[src/rtl/imm_decode_stage.sv]
// -----------------------------------------------------------------------------
// imm_decode_stage
//
// Pipelined immediate decoder between fetch and register read. A 32-bit
// instruction accepted on the in_* stream is decoded combinationally into an
// XLEN-wide immediate, a format code and an illegal flag. The result is
// registered into a two-entry (main + skid) buffer, so a decode appears on the
// out_* stream one cycle after it is accepted, and one instruction per cycle
// can be accepted while the consumer keeps out_ready high.
//
// Optional feature: define IMM_DECODE_RVC_EN to decode 16-bit compressed
// words (C.ADDI, C.LI, C.LUI, C.LW, C.SW). Without it every compressed
// encoding is reported as illegal and no compressed decode logic is built.
//
// Parameters:
//   XLEN        datapath width, 32 or 64
//   ILEN        instruction width, fixed at 32
// Ports:
//   clk         clock, rising edge
//   rst_n       asynchronous active-low reset
//   flush       synchronous flush, discards held entries and the current input
//   in_valid    input instruction valid
//   in_ready    stage can accept an instruction (registered)
//   in_inst     instruction word
//   out_valid   output entry valid (registered)
//   out_ready   consumer accepts the output entry
//   out_imm     decoded immediate (registered)
//   out_fmt     0 NONE, 1 I, 2 S, 3 B, 4 U, 5 J, 6 SHAMT, 7 CSR (registered)
//   out_illegal unsupported opcode or encoding (registered)
// -----------------------------------------------------------------------------
module imm_decode_stage #(
   parameter int unsigned XLEN = 32,
   parameter int unsigned ILEN = 32
) (
   input  logic            clk,
   input  logic            rst_n,
   input  logic            flush,
   input  logic            in_valid,
   output logic            in_ready,
   input  logic [ILEN-1:0] in_inst,
   output logic            out_valid,
   input  logic            out_ready,
   output logic [XLEN-1:0] out_imm,
   output logic [2:0]      out_fmt,
   output logic            out_illegal
);

   localparam int unsigned FMT_W = 3;

   localparam logic [FMT_W-1:0] FMT_NONE  = 3'd0;
   localparam logic [FMT_W-1:0] FMT_I     = 3'd1;
   localparam logic [FMT_W-1:0] FMT_S     = 3'd2;
   localparam logic [FMT_W-1:0] FMT_B     = 3'd3;
   localparam logic [FMT_W-1:0] FMT_U     = 3'd4;
   localparam logic [FMT_W-1:0] FMT_J     = 3'd5;
   localparam logic [FMT_W-1:0] FMT_SHAMT = 3'd6;
   localparam logic [FMT_W-1:0] FMT_CSR   = 3'd7;

   localparam logic [6:0] OP_LOAD   = 7'b0000011;
   localparam logic [6:0] OP_FENCE  = 7'b0001111;
   localparam logic [6:0] OP_IMM    = 7'b0010011;
   localparam logic [6:0] OP_AUIPC  = 7'b0010111;
   localparam logic [6:0] OP_IMM32  = 7'b0011011;
   localparam logic [6:0] OP_STORE  = 7'b0100011;
   localparam logic [6:0] OP_OP     = 7'b0110011;
   localparam logic [6:0] OP_LUI    = 7'b0110111;
   localparam logic [6:0] OP_OP32   = 7'b0111011;
   localparam logic [6:0] OP_BRANCH = 7'b1100011;
   localparam logic [6:0] OP_JALR   = 7'b1100111;
   localparam logic [6:0] OP_JAL    = 7'b1101111;
   localparam logic [6:0] OP_SYSTEM = 7'b1110011;

   localparam logic IS_RV64 = (XLEN == 64);

   typedef struct packed {
      logic [XLEN-1:0]  imm;
      logic [FMT_W-1:0] fmt;
      logic             illegal;
   } entry_t;

   // ST_ONE: only main holds data; ST_FULL: main and skid both hold data
   typedef enum logic [1:0] {
      ST_EMPTY = 2'd0,
      ST_ONE   = 2'd1,
      ST_FULL  = 2'd2
   } state_e;

   state_e state_q;
   state_e state_d;
   entry_t dec;
   entry_t main_q;
   entry_t skid_q;
   logic   accept;
   logic   consume;
   logic   load_main;
   logic   load_skid;
   logic   skid_to_main;
   logic   out_valid_d;
   logic   in_ready_d;
   logic   is_shift;

   assign accept   = in_valid && in_ready;
   assign consume  = out_valid && out_ready;
   assign is_shift = (in_inst[14:12] == 3'b001) || (in_inst[14:12] == 3'b101);

   // Combinational decode of the presented instruction
   always_comb begin
      dec         = '0;
      dec.fmt     = FMT_NONE;
      dec.illegal = 1'b1;
      if (in_inst[1:0] == 2'b11) begin
         case (in_inst[6:0])
            OP_IMM: begin
               dec.illegal = 1'b0;
               if (is_shift) begin
                  dec.fmt = FMT_SHAMT;
                  if (IS_RV64) begin
                     dec.imm = XLEN'(in_inst[25:20]);
                  end else begin
                     // shamt[5] is reserved on RV32
                     dec.imm     = XLEN'(in_inst[24:20]);
                     dec.illegal = in_inst[25];
                  end
               end else begin
                  dec.fmt = FMT_I;
                  dec.imm = XLEN'($signed(in_inst[31:20]));
               end
            end
            OP_IMM32: begin
               if (IS_RV64) begin
                  dec.illegal = 1'b0;
                  if (is_shift) begin
                     dec.fmt = FMT_SHAMT;
                     dec.imm = XLEN'(in_inst[24:20]);
                  end else begin
                     dec.fmt = FMT_I;
                     dec.imm = XLEN'($signed(in_inst[31:20]));
                  end
               end
            end
            OP_LOAD, OP_JALR: begin
               dec.illegal = 1'b0;
               dec.fmt     = FMT_I;
               dec.imm     = XLEN'($signed(in_inst[31:20]));
            end
            OP_STORE: begin
               dec.illegal = 1'b0;
               dec.fmt     = FMT_S;
               dec.imm     = XLEN'($signed({in_inst[31:25], in_inst[11:7]}));
            end
            OP_BRANCH: begin
               dec.illegal = 1'b0;
               dec.fmt     = FMT_B;
               dec.imm     = XLEN'($signed({in_inst[31], in_inst[7], in_inst[30:25],
                                            in_inst[11:8], 1'b0}));
            end
            OP_LUI, OP_AUIPC: begin
               dec.illegal = 1'b0;
               dec.fmt     = FMT_U;
               dec.imm     = XLEN'($signed({in_inst[31:12], 12'b0}));
            end
            OP_JAL: begin
               dec.illegal = 1'b0;
               dec.fmt     = FMT_J;
               dec.imm     = XLEN'($signed({in_inst[31], in_inst[19:12], in_inst[20],
                                            in_inst[30:21], 1'b0}));
            end
            OP_SYSTEM: begin
               dec.illegal = 1'b0;
               dec.fmt     = FMT_CSR;
               dec.imm     = XLEN'(in_inst[31:20]);
            end
            OP_OP, OP_FENCE: begin
               dec.illegal = 1'b0;
            end
            OP_OP32: begin
               dec.illegal = !IS_RV64;
            end
            default: begin
               dec.illegal = 1'b1;
            end
         endcase
      end
`ifdef IMM_DECODE_RVC_EN
      else begin
         // Compressed word: quadrant in [1:0], funct3 in [15:13]
         case ({in_inst[1:0], in_inst[15:13]})
            {2'b01, 3'b000}, {2'b01, 3'b010}: begin
               dec.illegal = 1'b0;
               dec.fmt     = FMT_I;
               dec.imm     = XLEN'($signed({in_inst[12], in_inst[6:2]}));
            end
            {2'b01, 3'b011}: begin
               // rd=2 is C.ADDI16SP and rd=0 is reserved; neither is C.LUI
               if ((in_inst[11:7] != 5'd0) && (in_inst[11:7] != 5'd2)) begin
                  dec.illegal = 1'b0;
                  dec.fmt     = FMT_U;
                  dec.imm     = XLEN'($signed({in_inst[12], in_inst[6:2], 12'b0}));
               end
            end
            {2'b00, 3'b010}: begin
               dec.illegal = 1'b0;
               dec.fmt     = FMT_I;
               dec.imm     = XLEN'({in_inst[5], in_inst[12:10], in_inst[6], 2'b00});
            end
            {2'b00, 3'b110}: begin
               dec.illegal = 1'b0;
               dec.fmt     = FMT_S;
               dec.imm     = XLEN'({in_inst[5], in_inst[12:10], in_inst[6], 2'b00});
            end
            default: begin
               dec.illegal = 1'b1;
            end
         endcase
      end
`endif
   end

   // Buffer occupancy: next state and entry-move controls
   always_comb begin
      state_d      = state_q;
      load_main    = 1'b0;
      load_skid    = 1'b0;
      skid_to_main = 1'b0;
      out_valid_d  = 1'b0;
      in_ready_d   = 1'b1;
      case (state_q)
         ST_EMPTY: begin
            if (accept) begin
               state_d   = ST_ONE;
               load_main = 1'b1;
            end
         end
         ST_ONE: begin
            if (accept && consume) begin
               load_main = 1'b1;
            end else if (accept) begin
               state_d   = ST_FULL;
               load_skid = 1'b1;
            end else if (consume) begin
               state_d = ST_EMPTY;
            end
         end
         ST_FULL: begin
            // in_ready is low here, so only a consume can happen
            if (consume) begin
               state_d      = ST_ONE;
               skid_to_main = 1'b1;
            end
         end
         default: begin
            state_d = ST_EMPTY;
         end
      endcase
      if (flush) begin
         state_d      = ST_EMPTY;
         load_main    = 1'b0;
         load_skid    = 1'b0;
         skid_to_main = 1'b0;
      end
      out_valid_d = (state_d != ST_EMPTY);
      in_ready_d  = (state_d != ST_FULL);
   end

   // State and handshake registers
   always_ff @(posedge clk or negedge rst_n) begin
      if (!rst_n) begin
         state_q   <= ST_EMPTY;
         out_valid <= 1'b0;
         in_ready  <= 1'b1;
      end else begin
         state_q   <= state_d;
         out_valid <= out_valid_d;
         in_ready  <= in_ready_d;
      end
   end

   // Entry data registers; left untouched by flush
   always_ff @(posedge clk or negedge rst_n) begin
      if (!rst_n) begin
         main_q <= '0;
         skid_q <= '0;
      end else begin
         if (load_main) begin
            main_q <= dec;
         end else if (skid_to_main) begin
            main_q <= skid_q;
         end
         if (load_skid) begin
            skid_q <= dec;
         end
      end
   end

   assign out_imm     = main_q.imm;
   assign out_fmt     = main_q.fmt;
   assign out_illegal = main_q.illegal;

endmodule

[config.mk]
export PLATFORM = sky130hd
export DESIGN_NAME = imm_decode_stage
export DESIGN_NICKNAME = d
export VERILOG_FILES = /design/src/rtl/imm_decode_stage.sv
export SDC_FILE = /design/constraint.sdc
export NUM_CORES = 1
export LEC_CHECK = 0
export CORE_ASPECT_RATIO = 1.2
export CORE_UTILIZATION = 50
export CTS_BUF_LIST = sky130_fd_sc_hd__clkbuf_16
export DETAILED_ROUTE_END_ITERATION = 16
export PLACE_DENSITY = 0.76
export SLEW_MARGIN = 0
export SYNTH_ARGS = -nofsm -noshare
export SYNTH_HDL_FRONTEND = slang
export SYNTH_SLANG_ARGS = --single-unit
[constraint.sdc]
create_clock -name clk -period 3.8 [get_ports clk]
set_input_delay 0.76 -clock clk [delete_from_list [all_inputs] [get_ports clk]]
set_output_delay 0.76 -clock clk [all_outputs]
set_load 0.01 [all_outputs]
==> results.sh <==
export IMPL_drt_pass1_iter_count=5
export IMPL_synth_xor_area_share=0.00243
export IMPL_ir_drop_mv=0.329
export IMPL_clk_pin_slew_ns=0.06
export IMPL_power_per_cell_area_nw_per_um2=475
export IMPL_drt_initial_drc_count=256
export IMPL_area_fraction_in_compound_gates_after_synthesis=0.262
export IMPL_synth_fa_ha_area_frac=0
export IMPL_netlist_instances=363
export IMPL_antenna_diode_count=0
export IMPL_fin_nets=469
export IMPL_yosys_area_share_simple=0.152
export IMPL_synth_top_cell_area_share=0.522
export IMPL_first_global_vias=3109
export IMPL_critPathMaxStageDelay_ns=0.62
export IMPL_crit_slowest_cell="sky130_fd_sc_hd__nand3_2"
export IMPL_synth_nets=400
export IMPL_report_power_total_mw=2.23
export IMPL_timing_critical_path_required_ns=4.01
export IMPL_setup_viol=0
export IMPL_drive_gt1_frac=0.108
export IMPL_drcViolationCount=0
export IMPL_post_route_util=0.680
export IMPL_synth_lib_cells_used_distinct=50
export IMPL_place_inst=508
export IMPL_tightest_slew_ns=0.841
export IMPL_io_buffer_count=74
export IMPL_num_fill_cells=520
export IMPL_crit_path_max_fanout=32
export IMPL_edff_count_synth=0
export IMPL_fin_tns_setup_ns=0
export IMPL_fin_crit_sh=0.729
export IMPL_critical_path_arrival_ns=2.98
export IMPL_core_area_um2=6900
export IMPL_route_antenna_remaining_nets=0
export IMPL_multiplexer_fraction_of_the_synthesized_cell_area=0.00591
export IMPL_track_usage=0.271
export IMPL_number_of_pins_exceeding_their_max_slew_limit_in_the_final_report=0
export IMPL_number_of_buffers_created_by_cts=9
export IMPL_wl_per_cell_um=18.0
export IMPL_yosys_warnings=0
export IMPL_min_delay_path_class="in -> async"
export IMPL_rows=33
export IMPL_critical_path_cell_chain="clkdlybuf4s50_1, nor3_1, nand3_2, buf_4, nand2_1, o21ai_1"
export IMPL_skew_ns=0.00476
export IMPL_floorplan_initialDensity=0.522
export IMPL_grt_start_max_net_pins=37
export IMPL_instances_no_fill=524
export IMPL_worst_slack_after_detailed_placement_ns=0.742
export IMPL_syn_area_per_cell_um2=9.91
export IMPL_yosysSeqAreaShare=0.529
export IMPL_crit_path_end_kind="flop"
export IMPL_vias=3201
export IMPL_die_footprint_um2=7540
export IMPL_grt_first_pass_wirelength_um=15400
export IMPL_antenna_found_initial=0
export IMPL_dieWidth_um=79.4
export IMPL_synth_top_area_cell="sky130_fd_sc_hd__dfrtp_1"
export IMPL_crit_type="in -> reg"
export IMPL_minimum_clock_period_after_layout_ns=2.77
export IMPL_maxClockFrequency_mhz=361
export IMPL_height_of_the_die_um=94.9
export IMPL_synth_most_common_cell="sky130_fd_sc_hd__dfrtp_1"
export IMPL_postCtsSetupBuffers=0
export IMPL_largest_family_of_logic_cells_by_synthesized_area="compound AO/OA/AOI/OAI gates"
export IMPL_setup_worst_path_start_class="input pin"
export IMPL_report_final_hold_viol_count=0
export IMPL_rsz0062_at_grt="false"
export IMPL_io_pins=75
export IMPL_gp_routability_congestion=0.868
export IMPL_syn_area_um2=3600
export IMPL_cts_hold_buffers_added=0
export IMPL_outcome="complete, no violations"
export IMPL_synth_ff_type="sky130_fd_sc_hd__dfrtp_1"
export IMPL_cts_num_sinks=76
export IMPL_drv_max_cap_violation_count=0
export IMPL_cts_root_buf="sky130_fd_sc_hd__clkbuf_16"
export IMPL_static_leakage_power_nw=1.93
export IMPL_cts_max_path_buffers=2
export IMPL_worst_skew_pair_late_latency_ns=0.33
export IMPL_globalRouteOverflowTotal=0
export IMPL_post_cts_resized_instances=0
export IMPL_layout_area_overhead_vs_synth_pct=30.3
export IMPL_wirelength_um=9410
export IMPL_cts_tree="built"
export IMPL_r2r_setup_slack_ns=1.44
export IMPL_worst_slew_margin_rel=0.438
export IMPL_post_route_worst_setup_slack_ns=1.03
export IMPL_clock_tree_htree_level_count=3
export IMPL_avgViaCountPerCell=6.11
export IMPL_synth_commonest_cells="sky130_fd_sc_hd__dfrtp_1, sky130_fd_sc_hd__nand2_1, sky130_fd_sc_hd__o21ai_1"
export IMPL_postSynthRegisterBits=76
export IMPL_async_flop_share=1.00
export IMPL_place_detailed_hpwl_um=6300
export IMPL_synth_top_cells_by_area="sky130_fd_sc_hd__dfrtp_1, sky130_fd_sc_hd__o21ai_1, sky130_fd_sc_hd__a22oi_1, sky130_fd_sc_hd__nand2_1, sky130_fd_sc_hd__a21oi_1"
-- cell usage in the layout, fill, tap and decap left out, types with 3 or more instances in the layout --
cell	synthesis	layout
sky130_fd_sc_hd__dfrtp_1	75	75
sky130_fd_sc_hd__clkdlybuf4s50_1	0	73
sky130_fd_sc_hd__nand2_1	47	47
sky130_fd_sc_hd__o21ai_1	38	38
sky130_fd_sc_hd__a21oi_1	33	33
sky130_fd_sc_hd__a22oi_1	24	24
sky130_fd_sc_hd__o21ai_0	17	17
sky130_fd_sc_hd__nand3_1	17	16
sky130_fd_sc_hd__nor2_1	15	15
sky130_fd_sc_hd__a32oi_1	15	15
sky130_fd_sc_hd__buf_4	3	10
sky130_fd_sc_hd__clkbuf_16	0	9
sky130_fd_sc_hd__nor3_1	6	6
sky130_fd_sc_hd__nand2_2	6	6
sky130_fd_sc_hd__inv_1	4	4
sky130_fd_sc_hd__nor2b_1	3	3
sky130_fd_sc_hd__a31oi_1	3	3
-- power breakdown --
group	internal, mW	switching, mW
Clock	0.580	0.346
Combinational	0.156	0.177
Sequential	0.912	0.0580
-- final timing paths --
path | startpoint | to | cells after the start
min in group clk | skid_q[1] | skid_q[1] | 2
max reg2reg | in_ready | skid_q[17] | 6
min | rst_n | out_imm[16] | 1
min reg2reg | skid_q[1] | skid_q[1] | 2
max in group asynchronous | rst_n | skid_q[16] | 2
max | flush | skid_q[17] | 6
-- cell families (layout without fill, tap and decap cells) --
family,count (synthesis),in the layout
AO/OA/AOI/OAI,146,146
XOR/XNOR,1,1
buffers and inverters,30,104
flip-flops,76,76
multiplexers,2,2
AND/OR/NAND/NOR,108,108
-- per-layer routing --
| metal | routed length [um] | vias up | track usage | share of wire |
|---|---|---|---|---|
| met5 | 0 | - | 0 | 0 |
| met4 | 173 | 0 | 0.111 | 0.018 |
| met3 | 492 | 16 | 0.0483 | 0.052 |
| met2 | 4850 | 126 | 0.452 | 0.52 |
| met1 | 3890 | 1585 | 0.348 | 0.41 |
| li1 | - | 1474 | - | - |
-- per-stage QoR --
stage,hold WS [ns],area (um^2)
2_1_floorplan,0.449,3600
3_3_place_gp,0.462,4360
3_5_place_dp,0.471,4360
4_1_cts,0.377,4690
5_1_grt,0.401,4690
6_report,0.367,4690
-- sequential cells by signal (all words and copies together), names as in the netlist --
register	count
skid_q	36
out_imm	32
out_fmt	3
state_q	2
in_ready	1
out_illegal	1
out_valid	1
-- critical path, delay by kind of cell --
family | cells | cell delay, ns
simple gates | 3 | 1.14
buf+inv | 2 | 0.99
compound gates | 1 | 0.07
-- layout make-up --
type	count	area, um^2	area share
Timing Repair Buffer	84	811	0.173
Clock inverter	7	100	0.0213
Sequential cell	76	1900	0.406
Clock buffer	9	225	0.0480
Multi-Input combinational cell	257	1530	0.326
Tap cell	87	109	0.0232
Inverter	4	15.0	0.00320
No activity file was read; power rests on OpenSTA's default activity.
